### src/rtl/column_renderer.sv
// Column renderer: turns a raster (x, y) stream into RGB332 pixels by looking up
// per-column wall heights in the ray-buffer RAM. Define COLUMN_RENDERER_SHADE_EN to darken side=1 walls.
module column_renderer #(
  parameter int         DEPTH     = 320,
  parameter int         HEIGHT    = 240,
  parameter int         SIZE      = 32,
  parameter logic [7:0] CEIL_RGB  = 8'h49,
  parameter logic [7:0] FLOOR_RGB = 8'h24
) (
  input  logic                      clk,
  input  logic                      rst_n,
  input  logic                      in_valid,
  output logic                      in_ready,
  input  logic [$clog2(DEPTH)-1:0]  in_x,
  input  logic [$clog2(HEIGHT)-1:0] in_y,
  input  logic                      in_last,
  output logic [$clog2(DEPTH)-1:0]  raddr,
  input  logic [SIZE-1:0]           read_data,
  output logic                      out_valid,
  input  logic                      out_ready,
  output logic [7:0]                out_rgb,
  output logic                      out_last,
  output logic                      frame_done
);

  localparam int         YW       = $clog2(HEIGHT);
  localparam logic [9:0] HEIGHT_W = 10'(HEIGHT);

  typedef enum logic [1:0] {REGION_CEIL, REGION_WALL, REGION_FLOOR} region_t;

  logic            adv;
  logic            x_in_range;

  logic            s1_valid, s1_last, s1_oob;
  logic [YW-1:0]   s1_y;
  logic            rw_valid, rw_last, rw_oob;
  logic [YW-1:0]   rw_y;

  logic            hold_valid;
  logic [SIZE-1:0] hold_data;
  logic [SIZE-1:0] rd_word;

  logic [9:0]      hc, top, bot;
  region_t         region_next;
  logic            s2_valid, s2_last, s2_oob;
  region_t         s2_region;
  logic [7:0]      s2_wall_rgb;
  logic [7:0]      wall_px, rgb_next;
  logic            unused_bits;

  assign adv        = !out_valid || out_ready;
  assign in_ready   = adv;
  assign frame_done = out_valid && out_ready && out_last;
  assign x_in_range = 32'(in_x) < DEPTH;

  // S1: register the RAM address and the pixel's side-band data.
  // NOTE: sequential state uses non-blocking assignments so every stage samples pre-edge values.
  always_ff @(posedge clk or negedge rst_n) begin
    if (!rst_n) begin
      s1_valid <= 1'b0;
      s1_last  <= 1'b0;
      s1_oob   <= 1'b0;
      s1_y     <= '0;
      raddr    <= '0;
    end else if (adv) begin
      s1_valid <= in_valid;
      s1_last  <= in_valid && in_last;
      s1_oob   <= !x_in_range;
      s1_y     <= in_y;
      raddr    <= x_in_range ? in_x : '0;
    end
  end

  // Read-wait slot: side-band data waits here while the RAM returns the entry.
  always_ff @(posedge clk or negedge rst_n) begin
    if (!rst_n) begin
      rw_valid <= 1'b0;
      rw_last  <= 1'b0;
      rw_oob   <= 1'b0;
      rw_y     <= '0;
    end else if (adv) begin
      rw_valid <= s1_valid;
      rw_last  <= s1_last;
      rw_oob   <= s1_oob;
      rw_y     <= s1_y;
    end
  end

  // The RAM keeps reading the held raddr during a stall, which belongs to the
  // pixel behind the waiting one; capture the waiting pixel's word on the first stall edge.
  always_ff @(posedge clk or negedge rst_n) begin
    if (!rst_n)           hold_valid <= 1'b0;
    else if (adv)         hold_valid <= 1'b0;
    else if (!hold_valid) hold_valid <= 1'b1;
  end

  // NOTE: pure data register qualified by hold_valid, so it needs no reset.
  always_ff @(posedge clk) begin
    if (!adv && !hold_valid) hold_data <= read_data;
  end

  assign rd_word     = hold_valid ? hold_data : read_data;
  assign unused_bits = ^{rd_word[15:9], rd_word[SIZE-1:24]};

  // S2 decode: clamp height, centre the wall vertically, classify the row.
  // NOTE: every always_comb output gets a default first so no latch is inferred.
  always_comb begin
    hc          = (10'(rd_word[8:0]) > HEIGHT_W) ? HEIGHT_W : 10'(rd_word[8:0]);
    top         = (HEIGHT_W - hc) >> 1;
    bot         = top + hc;
    region_next = REGION_WALL;
    if (10'(rw_y) < top)       region_next = REGION_CEIL;
    else if (10'(rw_y) >= bot) region_next = REGION_FLOOR;
  end

`ifdef COLUMN_RENDERER_SHADE_EN
  logic s2_side;
`endif

  always_ff @(posedge clk or negedge rst_n) begin
    if (!rst_n) begin
      s2_valid    <= 1'b0;
      s2_last     <= 1'b0;
      s2_oob      <= 1'b0;
      s2_region   <= REGION_CEIL;
      s2_wall_rgb <= '0;
`ifdef COLUMN_RENDERER_SHADE_EN
      s2_side     <= 1'b0;
`endif
    end else if (adv) begin
      s2_valid    <= rw_valid;
      s2_last     <= rw_last;
      s2_oob      <= rw_oob;
      s2_region   <= region_next;
      s2_wall_rgb <= rd_word[23:16];
`ifdef COLUMN_RENDERER_SHADE_EN
      s2_side     <= rd_word[24];
`endif
    end
  end

  // S3 colour select; shading halves each RGB332 channel.
  always_comb begin
    wall_px = s2_wall_rgb;
`ifdef COLUMN_RENDERER_SHADE_EN
    if (s2_side) wall_px = {1'b0, s2_wall_rgb[7:6], 1'b0, s2_wall_rgb[4:3], 1'b0, s2_wall_rgb[1]};
`endif
    rgb_next = 8'h00;
    if (!s2_oob) begin
      case (s2_region)
        REGION_CEIL:  rgb_next = CEIL_RGB;
        REGION_FLOOR: rgb_next = FLOOR_RGB;
        default:      rgb_next = wall_px;
      endcase
    end
  end

  always_ff @(posedge clk or negedge rst_n) begin
    if (!rst_n) begin
      out_valid <= 1'b0;
      out_rgb   <= 8'h00;
      out_last  <= 1'b0;
    end else if (adv) begin
      out_valid <= s2_valid;
      out_rgb   <= rgb_next;
      out_last  <= s2_last;
    end
  end

endmodule

### config.mk
export PLATFORM = sky130hd
export DESIGN_NAME = column_renderer
export DESIGN_NICKNAME = d
export VERILOG_FILES = /design/src/rtl/column_renderer.sv
export SDC_FILE = /design/constraint.sdc
export NUM_CORES = 1
export LEC_CHECK = 0
export CAP_MARGIN = 20
export CORE_MARGIN = 2
export CORE_UTILIZATION = 30
export CTS_CLUSTER_DIAMETER = 30
export DETAILED_ROUTE_END_ITERATION = 8
export SYNTH_ARGS = -nofsm -noshare
export SYNTH_HDL_FRONTEND = slang
export SYNTH_SLANG_ARGS = --single-unit
### constraint.sdc
create_clock -name clk -period 5.67 [get_ports clk]
set_input_delay 1.4175 -clock clk [delete_from_list [all_inputs] [get_ports clk]]
set_output_delay 1.4175 -clock clk [all_outputs]
set_load 0.05 [all_outputs]
==> results of run 1 <==
Yosys cell counts (all sizes together) (3+ instances only):
cell / n
a21o: 3
a21oi: 7
a22o: 14
and2: 3
buf: 8
clkbuf: 7
dfrtp: 55
edfxtp: 17
ha: 22
inv: 9
mux2: 3
mux2i: 16
nand2: 104
nand2b: 8
nand3: 10
nor2: 13
nor3: 5
o21a: 3
o21ai: 22
o31ai: 3
or2: 3
xnor2: 6
xor2: 3
timing repair:
item,4_1_cts,5_1_grt
setup endpoints to repair,0,2
setup buffers,0,0
resized for setup,0,1
state kept, by name, summed over array words and instances, names as in the netlist, 2 cells and up:
signal       count
hold_data       17
raddr            9
s2_wall_rgb      8
out_rgb          8
s1_y             8
rw_y             8
s2_region        2
critical path: stages:
cell and delay (ns):
clkdlybuf4s50_1 0.43, nor4_2 0.32, o21ai_1 0.14, o21ai_0 0.12, and2_0 0.24, nand2b_1 0.10, ha_1 0.27, o21ai_0 0.09
o21ai_0 0.16, xor2_1 0.19, ha_1 0.30, o21ai_0 0.11, a31oi_2 0.09, o21a_1 0.20, or2_2 0.30, ha_1 0.29
a211oi_1 0.19, o21ai_0 0.13, o2111a_1 0.17, a221oi_2 0.27
worst max path at each step:
stage,endpoint,slack [ns],cells after the start
after global routing,s2_region[0],0.08,19
after CTS,s2_region[0],0.28,20
after detailed placement,s2_region[1],-0.02,20
after floorplan,s2_region[1],0.01,21
final,s2_region[0],0.36,20
after global placement,s2_region[1],-0.001,20
stage by stage:
step                      worst slack (ns)  cells  hold WS (ns)  cell area (sq um)   util
final                                0.356    622         0.462               4910  0.407
after global routing                0.0824    622         0.489               4910  0.407
after CTS                            0.284    622         0.466               4900  0.406
after detailed placement           -0.0163    606         0.452               4620  0.383
after global placement            -0.00102    606         0.441               4620  0.383
after floorplan                     0.0123    372         0.430               3730      -
where the power goes:
part / switching (mW) / total [mW] / internal (mW)
clock: 0.228 / 0.527 / 0.299
sequential: 0.118 / 0.822 / 0.704
combinational: 0.655 / 1.14 / 0.486
total: 1.00 / 2.49 / 1.49
cells by family (layout without fill, tap and decap cells):
group | Yosys count | in the layout | synth area share
simple gates | 155 | 155 | 0.181
flops | 72 | 72 | 0.507
compound gates | 69 | 69 | 0.138
buf+inv | 24 | 106 | 0.0265
fa+ha+maj | 22 | 22 | 0.0739
mux | 19 | 19 | 0.0521
xor+xnor | 9 | 9 | 0.0212
other cells | 1 | 2 | 0.00101
metal layers:
metal / global-route usage / vias up / wire length, um
li1: - / 1465 / -
met1: 0.162 / 1389 / 3790
met2: 0.208 / 55 / 3750
met3: 0.0471 / 9 / 430
met4: 0.0337 / 0 / 80
met5: 0 / - / 0
area by class of cell:
type	instances	area, sq um
Fill cell	1177	7150
Sequential cell	72	1890
Multi-Input combinational cell	276	1750
Timing Repair Buffer	81	748
Clock buffer	9	225
Tap cell	168	210
Clock inverter	7	53.8
Inverter	9	33.8
==> qor.yml, run 1 <==
worst_setup_path:
  r2r_cells: 19
  start_kind: "primary input"
  cp.arrival_ns: 5.55
  required_ns: 5.91
  r2r_slack_ns: 0.89
  setup.worst_path.start: "read_data[0]"
  critPathCaptureType: "flip-flop"
  path_class: "primary input to flip-flop"
  rr_startpoint: "hold_valid"
  r2r-end: "s2_region[0]"
  crit_fanout: 4
min_path:
  min_path_cells: 1
  hold_start: "s2_valid"
  hold-path-endpoint: "out_valid"
  hp-class: "flip-flop to flip-flop"
global_route:
  track_usage: 0.128
  grt_max_degree: 56
  grt_pass1_vias: 2878
  antenna_found_initial: 0
  overflow: 0
  grt_pass1_wl_um: 13500
cts:
  cts-root-buf: "clkbuf_16"
  clk_pin_slew_worst_paths_ns: 0.06
  clk-insertion-delay-late_ns: 0.33
  cts_tree: "done"
  cts_sinks: 72
  htree_levels: 3
  cts.path.max_buffers: 2
  ctsHoldBuffers: 0
  cts_inserted_buffers: 9
placed_design:
  dp_hpwl_um: 5760
  place_congestion: 0.852
  port_buffers: 59
floorplan:
  dieArea_sq_um: 13300
  core_sq_um: 12100
  fp-row-count: 40
  initial_utilization: 0.309
  fp.dieH_um: 115
  die_x_um: 115
  top_level_ports: 75
synth:
  synth_area_leaders: "dfrtp_1, edfxtp_1, nand2_1"
  synth_ff_type: "dfrtp_1"
  async_flop_share: 0.764
  synth_top_area_share: 0.369
  ys_ff_latch: 72
  syn_area_sq_um: 3720
  syn_inst: 371
  syn_area_per_cell_sq_um: 10.0
  ys_seq_area_frac: 0.507
  synth_edf_count: 17
  synth.largest_area_cell: "dfrtp_1"
  ys_types: 52
  yosys_warnings: 0
timing:
  grt_setup_unrepaired: "false"
  finalHoldViolations: 0
  finClkSkew_ns: 0.00684
  setup_viol: 0
  totalNegativeSetupSlack_ns: 0
  drv_slew: 0
  finalCriticalPeriod_ns: 5.31
  tightest_slew_ns: 0.743
  relSlewSlack: 0.505
  fmax_ghz: 0.188
  period_share: 0.937
final_layout:
  areaGrowthSynthToFinish_pct: 31.7
  drive_gt1_frac: 0.112
  mostFrequentLayoutCells: "nand2_1, clkdlybuf4s50_1, dfrtp_1, buf_4, ha_1"
  layout_commonest_cell: "nand2_1"
  fin_nets: 525
  diodes: 0
route:
  finalWirelength_um: 8050
  drcViolationCount: 0
  drt_iter0_drc: 124
  routed_via_density: 4.69
  vias: 2918
  wl_per_cell_um: 12.9
  drtPass1Iterations: 4
  drtAntennaViolNets: 0
power:
  vdd_drop_max_mv: 0.271
  pwr_density_cell_nw_per_um2: 507
  total_power_mw: 2.49
  p_leak_nw: 2.17
flow_run:
  max_cap_viol_count: 0
outcome:
  status: "complete, no violations"
No activity file was read; power rests on OpenSTA's default activity.
==> run 2, diff against run 1 <==
--- a/config.mk
+++ b/config.mk
@@ -6,10 +6,11 @@
 export NUM_CORES = 1
 export LEC_CHECK = 0
 export CAP_MARGIN = 20
-export CORE_MARGIN = 2
+export CORE_MARGIN = 4
 export CORE_UTILIZATION = 30
 export CTS_CLUSTER_DIAMETER = 30
 export DETAILED_ROUTE_END_ITERATION = 8
 export SYNTH_ARGS = -nofsm -noshare
 export SYNTH_HDL_FRONTEND = slang
 export SYNTH_SLANG_ARGS = --single-unit
+export TNS_END_PERCENT = 20
==> run 2 against run 1 <==
Net effect:
- sequential share of layout area about the same
- final cell count did not move
- cell area down 0.13%
- largest cell class unchanged
- flip-flop and latch count is the same
- highest routed layer unchanged
- power hardly changed
- critical path type unchanged
- critical endpoint is now s2_region[1]
==> qor.yml, run 2 (synthesis gave the netlist of run 1 again) <==
global_route:
  track_usage: 0.121  # -0.00654
  grt_pass1_wl_um: 14100  # +4.1%
  grt_pass1_vias: 2963  # +3.0%
  grt_max_degree: 56  # unchanged
  overflow: 0  # unchanged
  antenna_found_initial: 0  # unchanged
final_layout:
  final_util: 0.406  # -0.000518
  largest_reg_flops: 17  # unchanged
  fin_nets: 525  # unchanged
  regMostFlops: "hold_data"
  mostFrequentLayoutCells: "nand2_1, clkdlybuf4s50_1, dfrtp_1, buf_4, ha_1"
  finish.instance_area_sq_um: 4900  # -0.13%
  stdcell_count: 622  # unchanged
  layout_commonest_cell: "nand2_1"
  areaGrowthSynthToFinish_pct: 31.6
  drive_gt1_frac: 0.112  # unchanged
  diodes: 0  # unchanged
  reg.largest.list: "hold_data: 17 flops, raddr: 9 flops"
worst_setup_path:
  worst-path-buf-inv: 1  # unchanged
  max_stage_delay_ns: 0.44  # about the same
  path_class: "primary input to flip-flop"
  critPathSlowestCell: "clkdlybuf4s50_1"
  crit_fanout: 4  # unchanged
  critPathTopFamily: "compound AO/OA/AOI/OAI gates"
  start_kind: "primary input"
  r2r_slack_ns: 0.87  # -0.02 ns
  critPathCaptureType: "flip-flop"
  required_ns: 5.89  # -0.02 ns
  critical_path.cell_chain: "clkdlybuf4s50_1, nor4_2, o21ai_1, o21ai_0, and2_1, nand2b_1, ha_1, o21ai_0, o21ai_0, xor2_1, ha_1, o21ai_0, a31oi_2, nor3_1, or2_2, ha_1, a211oi_1, o21ai_0, o2111a_1, a32o_1"
  cp.arrival_ns: 5.57  # +0.02 ns
  crit_path_frequent_cell: "o21ai_0"
placed_design:
  dp_hpwl_um: 5940  # +3.1%
  port_buffers: 59  # unchanged
  dp.cells: 606  # unchanged
  pre_cts_slack_ns: -0.0463  # -0.0300 ns
  placed_area_sq_um: 4620  # unchanged
  place_congestion: 0.819  # -3.9%
timing:
  drv_slew: 0  # unchanged
  tightest_slew_ns: 0.752  # +0.00837 ns
  totalNegativeSetupSlack_ns: 0  # unchanged
  grt_setup_unrepaired: "false"
  finalCriticalPeriod_ns: 5.35  # +0.0336 ns
  fmax_ghz: 0.187  # -0.63%
  finClkSkew_ns: 0.00755  # +0.000715 ns
  relSlewSlack: 0.499  # -0.00558
  setup_viol: 0  # unchanged
  postLayoutSetupSlackWorst_ns: 0.323  # -0.0336 ns
  holdWs_ns: 0.465  # +0.00229 ns
  period_share: 0.943  # +0.00593
  finalHoldViolations: 0  # unchanged
route:
  wl_per_cell_um: 13.4  # +3.4%
  vias: 2915  # -0.10%
  drtAntennaViolNets: 0  # unchanged
  routed_via_density: 4.69  # -0.10%
  drt_iter0_drc: 101  # -19%
  finalWirelength_um: 8330  # +3.4%
  drcViolationCount: 0  # unchanged
  drtPass1Iterations: 4  # unchanged
cts:
  cts.path.max_buffers: 2  # unchanged
  clk_pin_slew_worst_paths_ns: 0.06  # about the same
  post-cts-setup-buffers: 0  # unchanged
  cts_inserted_buffers: 9  # unchanged
  clk-insertion-delay-late_ns: 0.33  # about the same
  cts_tree: "done"
  cts_sinks: 72  # unchanged
  cts-root-buf: "clkbuf_16"
  htree_levels: 3  # unchanged
floorplan:
  die_x_um: 119  # +3.5%
  fp.dieH_um: 119  # +3.5%
  dieArea_sq_um: 14300  # +7.1%
  fp-row-count: 40  # unchanged
  core_sq_um: 12100  # unchanged
  initial_utilization: 0.309  # unchanged
  top_level_ports: 75  # unchanged
min_path:
  hp-class: "flip-flop to flip-flop"
power:
  p_leak_nw: 2.17  # +0.15%
  total_power_mw: 2.49  # about the same
  pwr_density_cell_nw_per_um2: 508  # +0.14%
  vdd_drop_max_mv: 0.224  # -18%
outcome:
  status: "complete, no violations"
flow_run:
  max_cap_viol_count: 0  # unchanged
-- run 2: cell count changes in the layout (fill, tap and decap cells not counted), sizes merged --
| cell | before | now |
|---|---|---|
| clkbuf | 9 | 10 |
| clkinv | 3 | 4 |
| clkinvlp | 2 | 1 |
| inv | 11 | 10 |
-- run 2: cell type report --
cell class              count  area [sq um]
fillers                  1201          7160
clock inverters             6          43.8
repair buffers             81           748
flip-flops and latches     72          1890
inverters                   9          33.8
clock buffers              10           229
multi-input cells         276          1750
well taps                 168           210
-- run 2: path summary, 6_finish.rpt --
path | startpoint | endpoint | cells past startpoint
min | s1_y[0] | s1_y[0] | 2
max in group asynchronous | rst_n | s1_y[1] | 2
min reg2reg | s1_y[0] | s1_y[0] | 2
max | read_data[0] | s2_region[1] | 20
max reg2reg | hold_valid | s2_region[1] | 19
min in group asynchronous | rst_n | s2_wall_rgb[1] | 2
-- run 2: timing repair --
| action | CTS | global route |
|---|---|---|
| gates resized for setup | 0 | 2 |
| setup endpoints to repair | 0 | 2 |
| hold buffers | 0 | 0 |
-- run 2: report_power, final --
group | switching (mW) | total, mW | internal (mW) | leakage [nW]
registers | 0.118 | 0.822 | 0.704 | 0.842
logic | 0.661 | 1.15 | 0.486 | 1.20
clock network | 0.224 | 0.522 | 0.298 | 0.133
total | 1.00 | 2.49 | 1.49 | 2.17
-- run 2: routing by layer --
layer  GRT usage  part of all wire  routed length [um]
met3      0.0556             0.063                 524
met4      0.0322            0.0074                  62
met2       0.192              0.47                3890
met1       0.150              0.46                3850
met5           0                 0                   0
-- run 2: worst reg2reg max path: stages (launching register included) --
cell	delay, ns
dfrtp_1	0.83
nor4b_1	0.42
o21ai_1	0.17
o21ai_0	0.13
and2_1	0.22
nand2b_1	0.09
ha_1	0.26
o21ai_0	0.12
o21ai_0	0.18
xor2_1	0.19
ha_1	0.30
o21ai_0	0.10
a31oi_2	0.23
nor3_1	0.08
or2_2	0.28
ha_1	0.29
a211oi_1	0.21
o21ai_0	0.14
o2111a_1	0.18
a32o_1	0.25
==> run 3, diff against run 2 <==
--- a/config.mk
+++ b/config.mk
@@ -10,6 +10,7 @@
 export CORE_UTILIZATION = 30
 export CTS_CLUSTER_DIAMETER = 30
 export DETAILED_ROUTE_END_ITERATION = 8
+export SLEW_MARGIN = 25
 export SYNTH_ARGS = -nofsm -noshare
 export SYNTH_HDL_FRONTEND = slang
 export SYNTH_SLANG_ARGS = --single-unit
==> constraint.sdc (replaced) <==
create_clock -name clk -period 4.4 [get_ports clk]
set_input_delay 1.1 -clock clk [delete_from_list [all_inputs] [get_ports clk]]
set_output_delay 1.1 -clock clk [all_outputs]
set_load 0.05 [all_outputs]
==> run 3 against run 2 <==
Net effect:
- sequential power increased by 28%
- first-iteration DRC count decreased by 3.0%
- power increased by 39%
- cell area increased by 7.2%
- die area unchanged
- critical endpoint is now s2_region[0]
- largest cell class is now multi-input combinational cells
==> qor.yml, run 3 (synthesis gave the netlist of run 1 again) <==
worst_setup_path:
  crit_fanout: 5  # +1
  critPathCaptureType: "flip-flop"
  crit_path_frequent_cell: "ha_4"
  cp.arrival_ns: 4.48  # -1.09 ns
  max_stage_delay_ns: 0.43  # about the same
  start_kind: "primary input"
  critPathSlowestCell: "clkdlybuf4s50_1"
  critical_path.cell_chain: "clkdlybuf4s50_1, nand3_1, nor2_1, o21ai_2, and2_4, nand2b_4, ha_4, xor2_2, a2111oi_4, buf_4, o2111ai_4, a31oi_4, nor3_1, or2_4, ha_4, a211oi_2, o21ai_1, o2111a_1, a221oi_2"
  required_ns: 4.63  # -1.26 ns
  path_class: "primary input to flip-flop"
final_layout:
  layout_commonest_cell: "nand2_1"
  largest_reg_flops: 17  # unchanged
  fin_nets: 548  # +4.4%
  diodes: 0  # unchanged
  finish.instance_area_sq_um: 5260  # +7.2%
  areaGrowthSynthToFinish_pct: 41.1
  n_fill_cell: 1156  # -3.7%
  reg.largest.list: "hold_data: 17 flops, raddr: 9 flops"
  regMostFlops: "hold_data"
  mostFrequentLayoutCells: "nand2_1, dfrtp_1, clkdlybuf4s50_1, buf_4, ha_1"
  drive_gt1_frac: 0.202  # +0.0893
route:
  drtAntennaViolNets: 0  # unchanged
  drtPass1Iterations: 4  # unchanged
  routed_via_density: 4.64  # -1.0%
  finalWirelength_um: 8630  # +3.7%
  drcViolationCount: 0  # unchanged
  wl_per_cell_um: 13.4  # +0.13%
  vias: 2987  # +2.5%
  drt_iter0_drc: 98  # -3.0%
floorplan:
  dieArea_sq_um: 14300  # unchanged
  top_level_ports: 75  # unchanged
  initial_utilization: 0.309  # unchanged
  fp.dieH_um: 119  # unchanged
  core_sq_um: 12100  # unchanged
  die_x_um: 119  # unchanged
  fp-row-count: 40  # unchanged
timing:
  fmax_ghz: 0.236
  finClkSkew_ns: 0.00700  # -0.000556 ns
  setup_viol: 0  # unchanged
  period_share: 0.965
  relSlewSlack: 0.347  # -0.152
  finalHoldViolations: 0  # unchanged
  tightest_slew_ns: 0.976  # +0.224 ns
  drv_slew: 0  # unchanged
  finalCriticalPeriod_ns: 4.24
power:
  clock_power_share: 0.205  # -0.004
  seqPwrFrac: 0.305  # -0.025
  pwr_density_cell_nw_per_um2: 658  # +29%
  p_int_mw: 2.10  # +41%
  p_leak_nw: 2.35  # +8.1%
  vdd_drop_max_mv: 0.276  # +23%
  p_sw_frac: 0.392  # -0.0108
  total_power_mw: 3.46  # +39%
  combPwrFrac: 0.490  # +0.029
  p_sw_mw: 1.35  # +35%
placed_design:
  place_congestion: 0.820  # +0.16%
  placed_area_sq_um: 4850  # +5.0%
  port_buffers: 59  # unchanged
  dp_hpwl_um: 6300  # +5.9%
global_route:
  grt_pass1_vias: 3038  # +2.5%
  track_usage: 0.125  # +0.00323
  antenna_found_initial: 0  # unchanged
  grt_max_degree: 38  # -32%
  overflow: 0  # unchanged
  grt_pass1_wl_um: 14400  # +2.5%
min_path:
  hp-class: "flip-flop to flip-flop"
flow_run:
  max_cap_viol_count: 0  # unchanged
outcome:
  status: "complete, no violations"
cts:
  cts_sinks: 72  # unchanged
  htree_levels: 3  # unchanged
  cts_tree: "done"
  cts-root-buf: "clkbuf_16"
  cts.path.max_buffers: 2  # unchanged
  clk-insertion-delay-late_ns: 0.33  # about the same
  ctsHoldBuffers: 0  # unchanged
  cts_inserted_buffers: 9  # unchanged
  clk_pin_slew_worst_paths_ns: 0.06  # about the same
## run 3: final cells by class
class,count,area [sq um],area share
clock inverter,5,56.3,0.0107
clock buffer,10,229,0.0436
multi-input combinational,276,1910,0.363
inverter,9,33.8,0.00643
timing repair buffer,104,930,0.177
tap,168,210,0.0400
sequential,72,1890,0.359
## run 3: power by group through the flow
stage | clock [mW] | sequential, mW | combinational, mW
after floorplan | 0 | 1.24 | 0.908
after detailed placement | 0 | 1.06 | 1.64
after global placement | 0 | 1.06 | 1.59
after global routing | 0.763 | 1.08 | 1.87
after CTS | 0.729 | 1.06 | 1.67
final | 0.709 | 1.05 | 1.69
## run 3: metal layers
layer  part of all wire  GRT usage  vias to the layer above
li1                   -          -                     1501
met1               0.47      0.159                     1438
met2               0.48      0.202                       44
met3              0.047     0.0451                        4
met4             0.0064     0.0301                        0
met5                  0          0                        -
## run 3: worst paths after layout
check                              from        endpoint  slack (ns)  cells past startpoint
min reg2reg                    s2_valid        s2_valid        0.45                      2
min                            s2_valid        s2_valid        0.45                      2
max reg2reg                  hold_valid    s2_region[0]        0.41                     16
max                        read_data[5]    s2_region[0]        0.16                     19
max in group asynchronous         rst_n          s1_oob        2.79                      2
min in group asynchronous         rst_n  s2_wall_rgb[1]        0.82                      1
## run 3: critical path: cells and delay by family
family                   cells  cell delay, ns
AO/OA/AOI/OAI                8            1.37
XOR/XNOR                     1            0.19
adder cells (fa/ha/maj)      2            0.41
buffers and inverters        2            0.63
AND/OR/NAND/NOR              6            0.74
## run 3: timing repair
| action | CTS | global route |
|---|---|---|
| resized for setup | 10 | 14 |
| setup endpoints to repair | 2 | 2 |
| setup buffers | 1 | 3 |
| pin swaps | 5 | 10 |
## run 3: through the flow
stage,util,hold WS [ns],instances,worst slack (ns),setup TNS (ns)
global placement,0.402,0.446,625,-0.476,-0.924
detailed placement,0.402,0.447,625,-0.550,-1.09
CTS,0.429,0.460,641,0.00820,0
global route,0.436,0.480,644,-0.0137,-0.0137
finish,0.436,0.453,644,0.156,0
floorplan,-,0.430,372,-0.113,-0.194
